File: src/rtl/l2_burst_reader_pkg.sv
// l2_burst_reader_pkg
// Shared constants and types for the L2 burst-read path between the L1
// instruction cache and the single-word memory bus.
//   L2_BURST_MAX   largest burst (words) the reader buffers
//   L2_WORD_BYTES  bytes per memory word (address stride)
//   L2_WORD_W      data width of one word in bits
//   l2br_state_e   burst reader FSM states
package l2_burst_reader_pkg;

    localparam int L2_BURST_MAX  = 16;
    localparam int L2_WORD_BYTES = 4;
    localparam int L2_WORD_W     = L2_WORD_BYTES * 8;

    typedef enum logic [1:0] {
        L2BR_IDLE   = 2'd0,
        L2BR_FETCH  = 2'd1,
        L2BR_STREAM = 2'd2
    } l2br_state_e;

endpackage

File: src/rtl/l2_burst_reader_if.sv
// l2_burst_reader_if
// Bundles the L1-facing burst port and the memory-facing req/ack bus.
//   rreq/addr/burst_size   burst request from the L1 cache
//   rdata/busy             streamed words and fetch-in-progress flag
//   mem_req/mem_addr       single-word read request to memory
//   mem_rdata/mem_ack      memory read data and completion strobe
// Modport slave is the reader's view, master the environment's view.
interface l2_burst_reader_if
    import l2_burst_reader_pkg::*;
#(
    parameter int ADDR_W = 32
) ();

    logic                 rreq;
    logic [ADDR_W-1:0]    addr;
    logic [4:0]           burst_size;
    logic [L2_WORD_W-1:0] rdata;
    logic                 busy;
    logic                 mem_req;
    logic [ADDR_W-1:0]    mem_addr;
    logic [L2_WORD_W-1:0] mem_rdata;
    logic                 mem_ack;

    modport slave (
        input  rreq, addr, burst_size, mem_rdata, mem_ack,
        output rdata, busy, mem_req, mem_addr
    );

    modport master (
        output rreq, addr, burst_size, mem_rdata, mem_ack,
        input  rdata, busy, mem_req, mem_addr
    );

endinterface

File: src/rtl/l2_burst_buffer.sv
// l2_burst_buffer
// DEPTH x word register file holding one fetched burst. Not reset: contents
// persist across bursts and resets by design.
//   clk    write clock
//   we     write enable
//   waddr  write index
//   wdata  write data
//   raddr  read index (asynchronous read)
//   rdata  word at raddr
module l2_burst_buffer
    import l2_burst_reader_pkg::*;
#(
    parameter int DEPTH = L2_BURST_MAX,
    parameter int AW    = $clog2(DEPTH)
) (
    input  logic                 clk,
    input  logic                 we,
    input  logic [AW-1:0]        waddr,
    input  logic [L2_WORD_W-1:0] wdata,
    input  logic [AW-1:0]        raddr,
    output logic [L2_WORD_W-1:0] rdata
);

    logic [L2_WORD_W-1:0] mem_r [DEPTH];

    // Single write port storage update.
    always_ff @(posedge clk) begin
        if (we) begin
            mem_r[waddr] <= wdata;
        end
    end

    assign rdata = mem_r[raddr];

endmodule

File: src/rtl/l2_burst_reader.sv
// l2_burst_reader
// Serves an L1 burst read: fetches up to MAX_BURST sequential words over a
// single-outstanding req/ack memory bus, buffers them, then streams them back
// one word per cycle starting the cycle busy falls.
//   clk    rising-edge clock
//   reset  asynchronous active-high reset
//   bus    l2_burst_reader_if.slave (rreq/addr/burst_size/rdata/busy and
//          mem_req/mem_addr/mem_rdata/mem_ack)
module l2_burst_reader
    import l2_burst_reader_pkg::*;
#(
    parameter int MAX_BURST = L2_BURST_MAX,
    parameter int ADDR_W    = 32
) (
    input  logic              clk,
    input  logic              reset,
    l2_burst_reader_if.slave  bus
);

    localparam int IDX_W = $clog2(MAX_BURST);
    // One extra bit so a count of exactly MAX_BURST is representable.
    localparam int CNT_W = IDX_W + 1;

    l2br_state_e          state_r, state_s;
    logic                 busy_r, busy_s;
    logic                 mem_req_r, mem_req_s;
    logic [ADDR_W-1:0]    mem_addr_r, mem_addr_s;
    logic [CNT_W-1:0]     wr_cnt_r, wr_cnt_s;
    logic [CNT_W-1:0]     n_r, n_s;
    logic [CNT_W-1:0]     rd_idx_r, rd_idx_s;
    logic [CNT_W-1:0]     n_clamp_s;
    logic                 buf_we_s;
    logic [L2_WORD_W-1:0] buf_rdata_s;
    logic                 addr_lo_unused_s;

    // Byte offset within the word is not meaningful for word reads.
    assign addr_lo_unused_s = ^bus.addr[1:0];

    // Requested length, with 0 and oversize requests mapped to a full buffer.
    always_comb begin
        n_clamp_s = CNT_W'(MAX_BURST);
        if ((bus.burst_size == 5'd0) || (32'(bus.burst_size) > MAX_BURST)) begin
            n_clamp_s = CNT_W'(MAX_BURST);
        end else begin
            n_clamp_s = CNT_W'(bus.burst_size);
        end
    end

    // Next-state and datapath update for the burst FSM.
    always_comb begin
        state_s    = state_r;
        busy_s     = busy_r;
        mem_req_s  = mem_req_r;
        mem_addr_s = mem_addr_r;
        wr_cnt_s   = wr_cnt_r;
        n_s        = n_r;
        rd_idx_s   = rd_idx_r;
        buf_we_s   = 1'b0;
        case (state_r)
            L2BR_IDLE: begin
                if (bus.rreq) begin
                    n_s        = n_clamp_s;
                    mem_addr_s = {bus.addr[ADDR_W-1:2], 2'b00};
                    mem_req_s  = 1'b1;
                    busy_s     = 1'b1;
                    wr_cnt_s   = CNT_W'(0);
                    state_s    = L2BR_FETCH;
                end else begin
                    state_s    = L2BR_IDLE;
                end
            end
            L2BR_FETCH: begin
                if (bus.mem_ack) begin
                    buf_we_s   = 1'b1;
                    wr_cnt_s   = wr_cnt_r + CNT_W'(1);
                    mem_addr_s = mem_addr_r + ADDR_W'(L2_WORD_BYTES);
                    // Ack for the final word hands over to the stream phase.
                    if (wr_cnt_r == (n_r - CNT_W'(1))) begin
                        mem_req_s = 1'b0;
                        busy_s    = 1'b0;
                        rd_idx_s  = CNT_W'(0);
                        state_s   = L2BR_STREAM;
                    end else begin
                        state_s   = L2BR_FETCH;
                    end
                end else begin
                    state_s = L2BR_FETCH;
                end
            end
            L2BR_STREAM: begin
                // rd_idx stops on the last word so rdata keeps buf[n-1].
                if (rd_idx_r == (n_r - CNT_W'(1))) begin
                    state_s  = L2BR_IDLE;
                end else begin
                    rd_idx_s = rd_idx_r + CNT_W'(1);
                end
            end
            default: begin
                state_s   = L2BR_IDLE;
                busy_s    = 1'b0;
                mem_req_s = 1'b0;
            end
        endcase
    end

    // State and control registers with asynchronous reset.
    always_ff @(posedge clk or posedge reset) begin
        if (reset) begin
            state_r    <= L2BR_IDLE;
            busy_r     <= 1'b0;
            mem_req_r  <= 1'b0;
            mem_addr_r <= '0;
            wr_cnt_r   <= '0;
            n_r        <= '0;
            rd_idx_r   <= '0;
        end else begin
            state_r    <= state_s;
            busy_r     <= busy_s;
            mem_req_r  <= mem_req_s;
            mem_addr_r <= mem_addr_s;
            wr_cnt_r   <= wr_cnt_s;
            n_r        <= n_s;
            rd_idx_r   <= rd_idx_s;
        end
    end

    l2_burst_buffer #(
        .DEPTH (MAX_BURST),
        .AW    (IDX_W)
    ) u_buf (
        .clk   (clk),
        .we    (buf_we_s),
        .waddr (wr_cnt_r[IDX_W-1:0]),
        .wdata (bus.mem_rdata),
        .raddr (rd_idx_r[IDX_W-1:0]),
        .rdata (buf_rdata_s)
    );

    assign bus.rdata    = buf_rdata_s;
    assign bus.busy     = busy_r;
    assign bus.mem_req  = mem_req_r;
    assign bus.mem_addr = mem_addr_r;

endmodule

File: src/flat_wrapper.sv
// flat-port wrapper written by rule: the top's interface ports become plain ports
module l2_burst_reader_flat import l2_burst_reader_pkg::*;
#(
    parameter int MAX_BURST = L2_BURST_MAX,
    parameter int ADDR_W    = 32
)
  (clk, reset, bus_rreq, bus_addr, bus_burst_size, bus_mem_rdata, bus_mem_ack, bus_rdata, bus_busy, bus_mem_req, bus_mem_addr);
  l2_burst_reader_if #(.ADDR_W(ADDR_W)) bus_i ();
  input  logic clk;
  input  logic reset;
  input wire logic [$bits(bus_i.rreq)-1:0] bus_rreq;
  input wire logic [$bits(bus_i.addr)-1:0] bus_addr;
  input wire logic [$bits(bus_i.burst_size)-1:0] bus_burst_size;
  input wire logic [$bits(bus_i.mem_rdata)-1:0] bus_mem_rdata;
  input wire logic [$bits(bus_i.mem_ack)-1:0] bus_mem_ack;
  output wire logic [$bits(bus_i.rdata)-1:0] bus_rdata;
  output wire logic [$bits(bus_i.busy)-1:0] bus_busy;
  output wire logic [$bits(bus_i.mem_req)-1:0] bus_mem_req;
  output wire logic [$bits(bus_i.mem_addr)-1:0] bus_mem_addr;
  assign bus_i.rreq = bus_rreq;
  assign bus_i.addr = bus_addr;
  assign bus_i.burst_size = bus_burst_size;
  assign bus_i.mem_rdata = bus_mem_rdata;
  assign bus_i.mem_ack = bus_mem_ack;
  assign bus_rdata = bus_i.rdata;
  assign bus_busy = bus_i.busy;
  assign bus_mem_req = bus_i.mem_req;
  assign bus_mem_addr = bus_i.mem_addr;
  l2_burst_reader #(.MAX_BURST(MAX_BURST), .ADDR_W(ADDR_W)) u_core (.clk(clk), .reset(reset), .bus(bus_i));
endmodule
File: config.mk
export PLATFORM = sky130hd
export DESIGN_NAME = l2_burst_reader_flat
export DESIGN_NICKNAME = d
export VERILOG_FILES = /design/src/rtl/l2_burst_reader_pkg.sv /design/src/rtl/l2_burst_reader_if.sv /design/src/rtl/l2_burst_buffer.sv /design/src/rtl/l2_burst_reader.sv /design/src/flat_wrapper.sv
export SDC_FILE = /design/constraint.sdc
export NUM_CORES = 1
export LEC_CHECK = 0
export ABC_AREA = 0
export BUFFER_PORTS_ARGS = -buffer_cell sky130_fd_sc_hd__buf_2
export CORE_ASPECT_RATIO = 0.9
export CORE_MARGIN = 2
export CORE_UTILIZATION = 30
export DETAILED_ROUTE_END_ITERATION = 8
export PLACE_DENSITY = 0.53
export SKIP_CTS_REPAIR_TIMING = 1
export SYNTH_ARGS = -nofsm -noshare
export SYNTH_HDL_FRONTEND = slang
export SYNTH_SLANG_ARGS = --single-unit
File: constraint.sdc
create_clock -name clk -period 4.7 [get_ports clk]
set_input_delay 0.705 -clock clk [delete_from_list [all_inputs] [get_ports clk]]
set_output_delay 0.705 -clock clk [all_outputs]
set_load 0.05 [all_outputs]
==> Yosys cells after proc, flatten, opt, wreduce, memory -nomap -nowiden <==
Memories as Yosys holds them, arrays and structs flattened.
Cells that the tools add are included.
{ "totals": {"mem_bits_rw": 512, "in_bits": 73, "elab_cells": 55, "mem_count": 1, "register_bits": 50, "output_inout_bits": 66} }
{ "op_classes": {"n_addsub": 4, "bitwise_logic": 1, "n_lt_le_gt_ge": 1, "muxes": 24, "n_reduce_logical": 9, "n_eq_ne": 9} }
{ "mem_list": {"columns": ["name", "words", "word_bits", "read_ports", "rd_clocked_by_memory_dff", "write_ports", "line_no", "source"], "rows": [
  ["u_core.u_buf.mem_r", 16, 32, 1, 0, 1, "l2_burst_buffer.sv:24", "logic [L2_WORD_W-1:0] mem_r [DEPTH];"]
]} }
{ "op_table": {"columns": ["operator", "n"], "rows": [
  ["$mux 32", 2],
  ["$pmux 32 s2", 1],
  ["$add 32x3->32 const B", 1],
  ["$mux 5", 6],
  ["$pmux 5 s2", 2],
  ["$add 5x1->5 const B", 2],
  ["$eq 5x5->1", 2],
  ["$mux 1", 8],
  ["$reduce_and 4->1", 2],
  ["$mux 2", 3],
  ["$ne 2x2->1 const B", 3],
  ["$pmux 2 s3", 1],
  ["$gt 5x5->1 const B", 1],
  ["$logic_not 5->1", 1],
  ["$sub 5x1->5 const B", 1],
  ["$ne 2x1->1 const B", 2],
  ["$reduce_bool 2->1", 2],
  ["$pmux 1 s3", 1],
  ["$reduce_and 3->1", 1],
  ["$eq 2x1->1 const B", 1],
  ["$eq 2x2->1 const B", 1],
  ["$logic_not 2->1", 1],
  ["$reduce_and 2->1", 1],
  ["$logic_or 1x1->1", 1],
  ["$not 1->1", 1]
]} }

==> Logic depth before layout (Yosys ltp) <==
{ "logic_depth": {"depth_word": 5, "depth_mapped": 8, "mapped_depth_nobuf": 7} }

==> Cells and area by module <==
Synthesis repeated with hierarchy kept, for this count alone.
{ "unflattened": {"cells_unflattened": 1157, "area_unflattened_um2": 22172.5} }
{ "modules_own_cells": {"columns": ["module", "area_each_um2", "cells_per_inst", "instances"], "rows": [
  ["l2_burst_buffer", 19194.7, 806, 1],
  ["l2_burst_reader", 2977.9, 351, 1]
]} }

==> Least setup slack after synthesis <==
No wires, ideal clock.
{ "synth_path": {"kind": "input to register", "from": "input port bus_mem_ack", "to": "memory u_core.u_buf.mem_r[3][0] (netlist name) (enable)", "path_slack_ns": 0.853, "n_path_buf": 1, "arrival_ns": 3.385, "path_stages": 4, "setup_time_ns": 0.461, "required_ns": 4.239, "path_cell_list": "and3b_1 > buf_2 > nand2_1 > nor3_1"} }
{ "synth_between": {"elab_chain_cells": 4} }
{ "synth_rtl": {"columns": ["element", "line_no", "source"], "rows": [
  ["from (decl)", "flat_wrapper.sv:15", "input wire logic [$bits(bus_i.mem_ack)-1:0] bus_mem_ack;"],
  ["$mux 1", "l2_burst_reader.sv:73", "if (bus.mem_ack) begin"],
  ["$mux 1", "l2_burst_reader.sv:59", "case (state_r)"],
  ["$mux 1", "l2_burst_buffer.sv:28", "if (we) begin"],
  ["$mux 1 (not written as such)", "l2_burst_buffer.sv:29", "mem_r[waddr] <= wdata;"],
  ["to (decl)", "l2_burst_buffer.sv:24", null]
]} }
No other way between the ends.

==> Final worst setup path <==
{ "layout_path": {"from": "register u_core.rd_idx_r[1]", "to": "output port bus_rdata[13]"} }
{ "layout_between": {"elab_chain_cells": 1} }
{ "layout_rtl": {"columns": ["element", "line_no", "source"], "rows": [
  ["from (decl)", "l2_burst_reader.sv:30", "logic [CNT_W-1:0] rd_idx_r, rd_idx_s;"],
  ["from (signal assigned)", "l2_burst_reader.sv:123", "rd_idx_r <= rd_idx_s;"],
  ["$mem_v2 16x32", null, null],
  ["to (decl)", "flat_wrapper.sv:16", "output wire logic [$bits(bus_i.rdata)-1:0] bus_rdata;"]
]} }
No other way between the ends.

==> metrics.txt <==
# TYPE chip_impl_metric gauge
chip_impl_info{name="status",value="complete, no violations"} 1
chip_impl_metric{name="wire_length_of_the_first_global_routing_pass",unit="mm"} 80.7
chip_impl_metric{name="crit_required",unit="ps"} 3990
chip_impl_metric{name="netlist_instances",unit=""} 1262
chip_impl_info{name="critical_path.endpoint_type",value="output pin"} 1
chip_impl_metric{name="wl_per_cell",unit="um"} 22.2
chip_impl_metric{name="power.internal",unit="mW"} 10.3
chip_impl_metric{name="groute.usage.overall",unit="%"} 13.9
chip_impl_metric{name="hold_viol",unit=""} 0
chip_impl_metric{name="io-pin-count",unit=""} 139
chip_impl_metric{name="clock_power_share",unit="%"} 28.5
chip_impl_metric{name="final-setup-viol-count",unit=""} 0
chip_impl_metric{name="flops_latches_synth",unit=""} 560
chip_impl_metric{name="max_slew.worst_pin.slew",unit="ps"} 1140
chip_impl_metric{name="part_of_the_power_in_registers",unit="%"} 39.1
chip_impl_metric{name="cts_sinks",unit=""} 560
chip_impl_metric{name="finish.utilization",unit="%"} 35.5
chip_impl_info{name="yosysMostFrequentCell",value="edfxtp_1"} 1
chip_impl_metric{name="design.final.nets",unit=""} 1502
chip_impl_metric{name="switching_power_of_the_nets",unit="mW"} 5.76
chip_impl_metric{name="die_x",unit="um"} 293
chip_impl_metric{name="syn_to_final_growth",unit="%"} 17.4
chip_impl_metric{name="die_area",unit="um^2"} 77400
chip_impl_metric{name="layout_worst_path_cycle_share",unit="%"} 80.3
chip_impl_metric{name="placementRows",unit=""} 95
chip_impl_metric{name="finalHoldWorstSlack",unit="ps"} 67.1
chip_impl_metric{name="core_area",unit="um^2"} 74500
chip_impl_metric{name="detail_route.iter0.violations",unit=""} 802
chip_impl_metric{name="ys.warnings.count",unit=""} 0
chip_impl_metric{name="initial_standard_cell_utilization_of_the_core",unit="%"} 30.3
chip_impl_metric{name="drt-pass1-iter-count",unit=""} 8
chip_impl_metric{name="synth_area",unit="um^2"} 22500
chip_impl_metric{name="synth-edff-count",unit=""} 512
chip_impl_metric{name="power.leakage",unit="nW"} 8.66
chip_impl_metric{name="synth_seq_area_share",unit="%"} 73.5
chip_impl_metric{name="clock_insertion_delay_worst_skew",unit="ps"} 630
chip_impl_metric{name="filler_cell_count",unit=""} 6983
chip_impl_info{name="root_buffer",value="clkbuf_16"} 1
chip_impl_metric{name="arrival_time_of_the_worst_setup_path",unit="ps"} 3070
chip_impl_info{name="post_synth_most_frequent_cells",value="512 x edfxtp_1, 170 x nand2_1, 128 x mux4_2"} 1
chip_impl_metric{name="routed_wirelength",unit="mm"} 54.1
chip_impl_info{name="rsz0062_at_grt",value="false"} 1
chip_impl_metric{name="post_route_cells_drive_above_1_share",unit="%"} 28.3
chip_impl_metric{name="power_per_cell_area",unit="nW/um^2"} 606
chip_impl_metric{name="route.vias.total",unit=""} 12000
chip_impl_metric{name="postSynth.asyncResetShare",unit="%"} 8.57
chip_impl_metric{name="cap_violations",unit=""} 0
chip_impl_metric{name="initial_antenna_violation_count",unit=""} 6
chip_impl_metric{name="post-route-worst-setup-slack",unit="ps"} 926
chip_impl_metric{name="remaining_drc_errors",unit=""} 0
chip_impl_info{name="synth_top_flop_cell",value="edfxtp_1"} 1
chip_impl_metric{name="vdd_ir_drop_max",unit="uV"} 407
chip_impl_metric{name="grt.overflow.total",unit=""} 0
chip_impl_metric{name="maxSlewViolCount",unit=""} 0
chip_impl_metric{name="synth_cell_type_count",unit=""} 58
chip_impl_metric{name="power_switching_share",unit="%"} 35.9
chip_impl_metric{name="yosysTopAreaCellShare",unit="%"} 68.2
chip_impl_metric{name="numCtsBuffers",unit=""} 57
chip_impl_metric{name="post_route_design_area",unit="um^2"} 26500
chip_impl_metric{name="postRouteAntennaNets",unit=""} 0
chip_impl_info{name="hold_path_class",value="input pin to async pin"} 1
chip_impl_metric{name="htreeDepth",unit=""} 2
chip_impl_info{name="synth.top_cells.by_area",value="edfxtp_1 68%, mux4_2 13%, dfrtp_1 5.3%"} 1
chip_impl_metric{name="timing.clock.skew",unit="ps"} 31.1
chip_impl_metric{name="fin_setup_tns",unit="ps"} 0
chip_impl_metric{name="deepest_clock_path_buffer_count",unit=""} 3
chip_impl_metric{name="vias_per_cell",unit=""} 4.93
chip_impl_metric{name="critPathMaxFanout",unit=""} 31
chip_impl_metric{name="place_hpwl",unit="mm"} 30.8
chip_impl_metric{name="placed_area",unit="um^2"} 24600
chip_impl_info{name="cts_tree",value="done"} 1
chip_impl_metric{name="clock.fmax",unit="MHz"} 265
chip_impl_metric{name="path_clk_slew",unit="ps"} 60
chip_impl_metric{name="grt_max_degree",unit=""} 71
chip_impl_metric{name="post-place-ws",unit="ps"} 1480
chip_impl_info{name="setup.worst_path.class",value="register to output pin"} 1
chip_impl_metric{name="post_synth.cell_area_avg",unit="um^2"} 17.9
chip_impl_info{name="synthDominantAreaCellType",value="edfxtp_1"} 1
chip_impl_metric{name="worst_slew_margin_rel",unit="%"} 23.8
chip_impl_metric{name="pwr-share-comb",unit="%"} 32.4
chip_impl_info{name="type_of_element_launching_the_critical_path",value="register"} 1
chip_impl_metric{name="routabilityCongestion",unit=""} 0.800
chip_impl_metric{name="timing.final.crit_period",unit="ps"} 3770
chip_impl_metric{name="input_output_buffers",unit=""} 134
chip_impl_metric{name="grt_pass1_vias",unit=""} 12400
chip_impl_metric{name="die-height",unit="um"} 264
-- layout make-up --
| type | count | area, um^2 | area share, % |
|---|---|---|---|
| timing repair buffer | 173 | 1010 | 3.83 |
| sequential | 560 | 16600 | 62.7 |
| antenna | 3 | 7.51 | 0.0284 |
| clock buffer | 70 | 1530 | 5.77 |
| tap | 970 | 1210 | 4.59 |
| clock inverter | 35 | 374 | 1.41 |
| multi-input combinational | 613 | 5680 | 21.5 |
| inverter | 16 | 60.1 | 0.227 |
-- power by group through the flow --
stage,Combinational [mW],Sequential (mW),Clock (mW)
2_1_floorplan,3.59,6.62,0
3_3_place_gp,5.27,6.34,0
3_5_place_dp,5.30,6.37,0
4_1_cts,5.31,6.26,4.68
5_1_grt,5.64,6.32,4.86
6_report,5.20,6.27,4.57
-- through the flow --
step | instances | total power, mW
after detailed placement | 2332 | 11.7
after floorplan | 1263 | 10.2
after CTS | 2437 | 16.3
after global placement | 2332 | 11.6
final | 2440 | 16.0
after global routing | 2437 | 16.8
-- registers in the layout (all words and copies together) (netlist names) --
| signal | count |
|---|---|
| u_core.rd_idx_r | 5 |
| u_core.wr_cnt_r | 5 |
| u_core.n_r | 5 |
| u_core.bus.busy | 1 |
| u_core.bus.mem_addr | 30 |
| u_core.state_r | 2 |
| u_core.u_buf.mem_r | 512 |
-- metal layers --
metal	global-route usage (%)	vias to the layer above	part of all wire, %
li1	-	5363	-
met1	19.6	6324	46
met2	22.4	276	47
met3	2.66	66	5.3
met4	2.92	4	1.4
met5	0	-	0.050
-- worst paths after layout --
| kind | from | end | slack [ps] | cells past startpoint |
|---|---|---|---|---|
| min in group clk | bus_addr[2] | u_core.bus.mem_addr[2]$_DFFE_PP0P_ | 350 | 3 |
| max in group asynchronous | reset | u_core.rd_idx_r[2]$_DFFE_PP0P_ | 3770 | 3 |
| setup / recovery | u_core.rd_idx_r[1]$_DFFE_PP0P_ | bus_rdata[13] | 930 | 6 |
| setup reg to reg | u_core.state_r[1]$_DFFE_PP0P_ | u_core.u_buf.mem_r[11][3]$_DFFE_PP_ | 1830 | 4 |
| hold reg to reg | u_core.bus.mem_addr[31]$_DFFE_PP0P_ | u_core.bus.mem_addr[31]$_DFFE_PP0P_ | 550 | 1 |
| hold / removal | reset | u_core.bus.mem_addr[2]$_DFFE_PP0P_ | 70 | 2 |
-- cells by family (layout without fill, tap and decap cells) --
| group | Yosys count | after routing | share of synthesized area (%) |
|---|---|---|---|
| buf+inv | 90 | 294 | 1.84 |
| compound gates | 137 | 137 | 3.85 |
| xor+xnor | 19 | 19 | 0.738 |
| fa+ha+maj | 8 | 8 | 0.444 |
| simple gates | 314 | 314 | 6.60 |
| mux | 133 | 133 | 13.0 |
| flops | 560 | 560 | 73.5 |
| other cells | 1 | 5 | 0.0166 |
-- layout by cell type, fill, tap and decap left out, drive strengths merged, types with 5 or more instances in the layout --
| cell | n |
|---|---|
| edfxtp | 512 |
| buf | 173 |
| nand2 | 171 |
| mux4 | 128 |
| clkbuf | 70 |
| dfrtp | 48 |
| and3 | 36 |
| a21oi | 35 |
| a31oi | 34 |
| nor2 | 32 |
| o21ai | 26 |
| clkinv | 25 |
| nand3 | 20 |
| inv | 18 |
| xnor2 | 16 |
| nor3 | 11 |
| a2bb2oi | 9 |
| o22ai | 8 |
| ha | 8 |
| o31ai | 8 |
| nand4 | 8 |
| nor4 | 7 |
| bufinv | 6 |
| mux2i | 5 |
-- critical path: stages (launching register included) --
cell and delay (ps):
dfrtp_4 690, inv_1 540, buf_4 290, nand2_1 60
and3_1 180, a31oi_1 330, buf_2 350
Power figures use the tool's default switching activity.
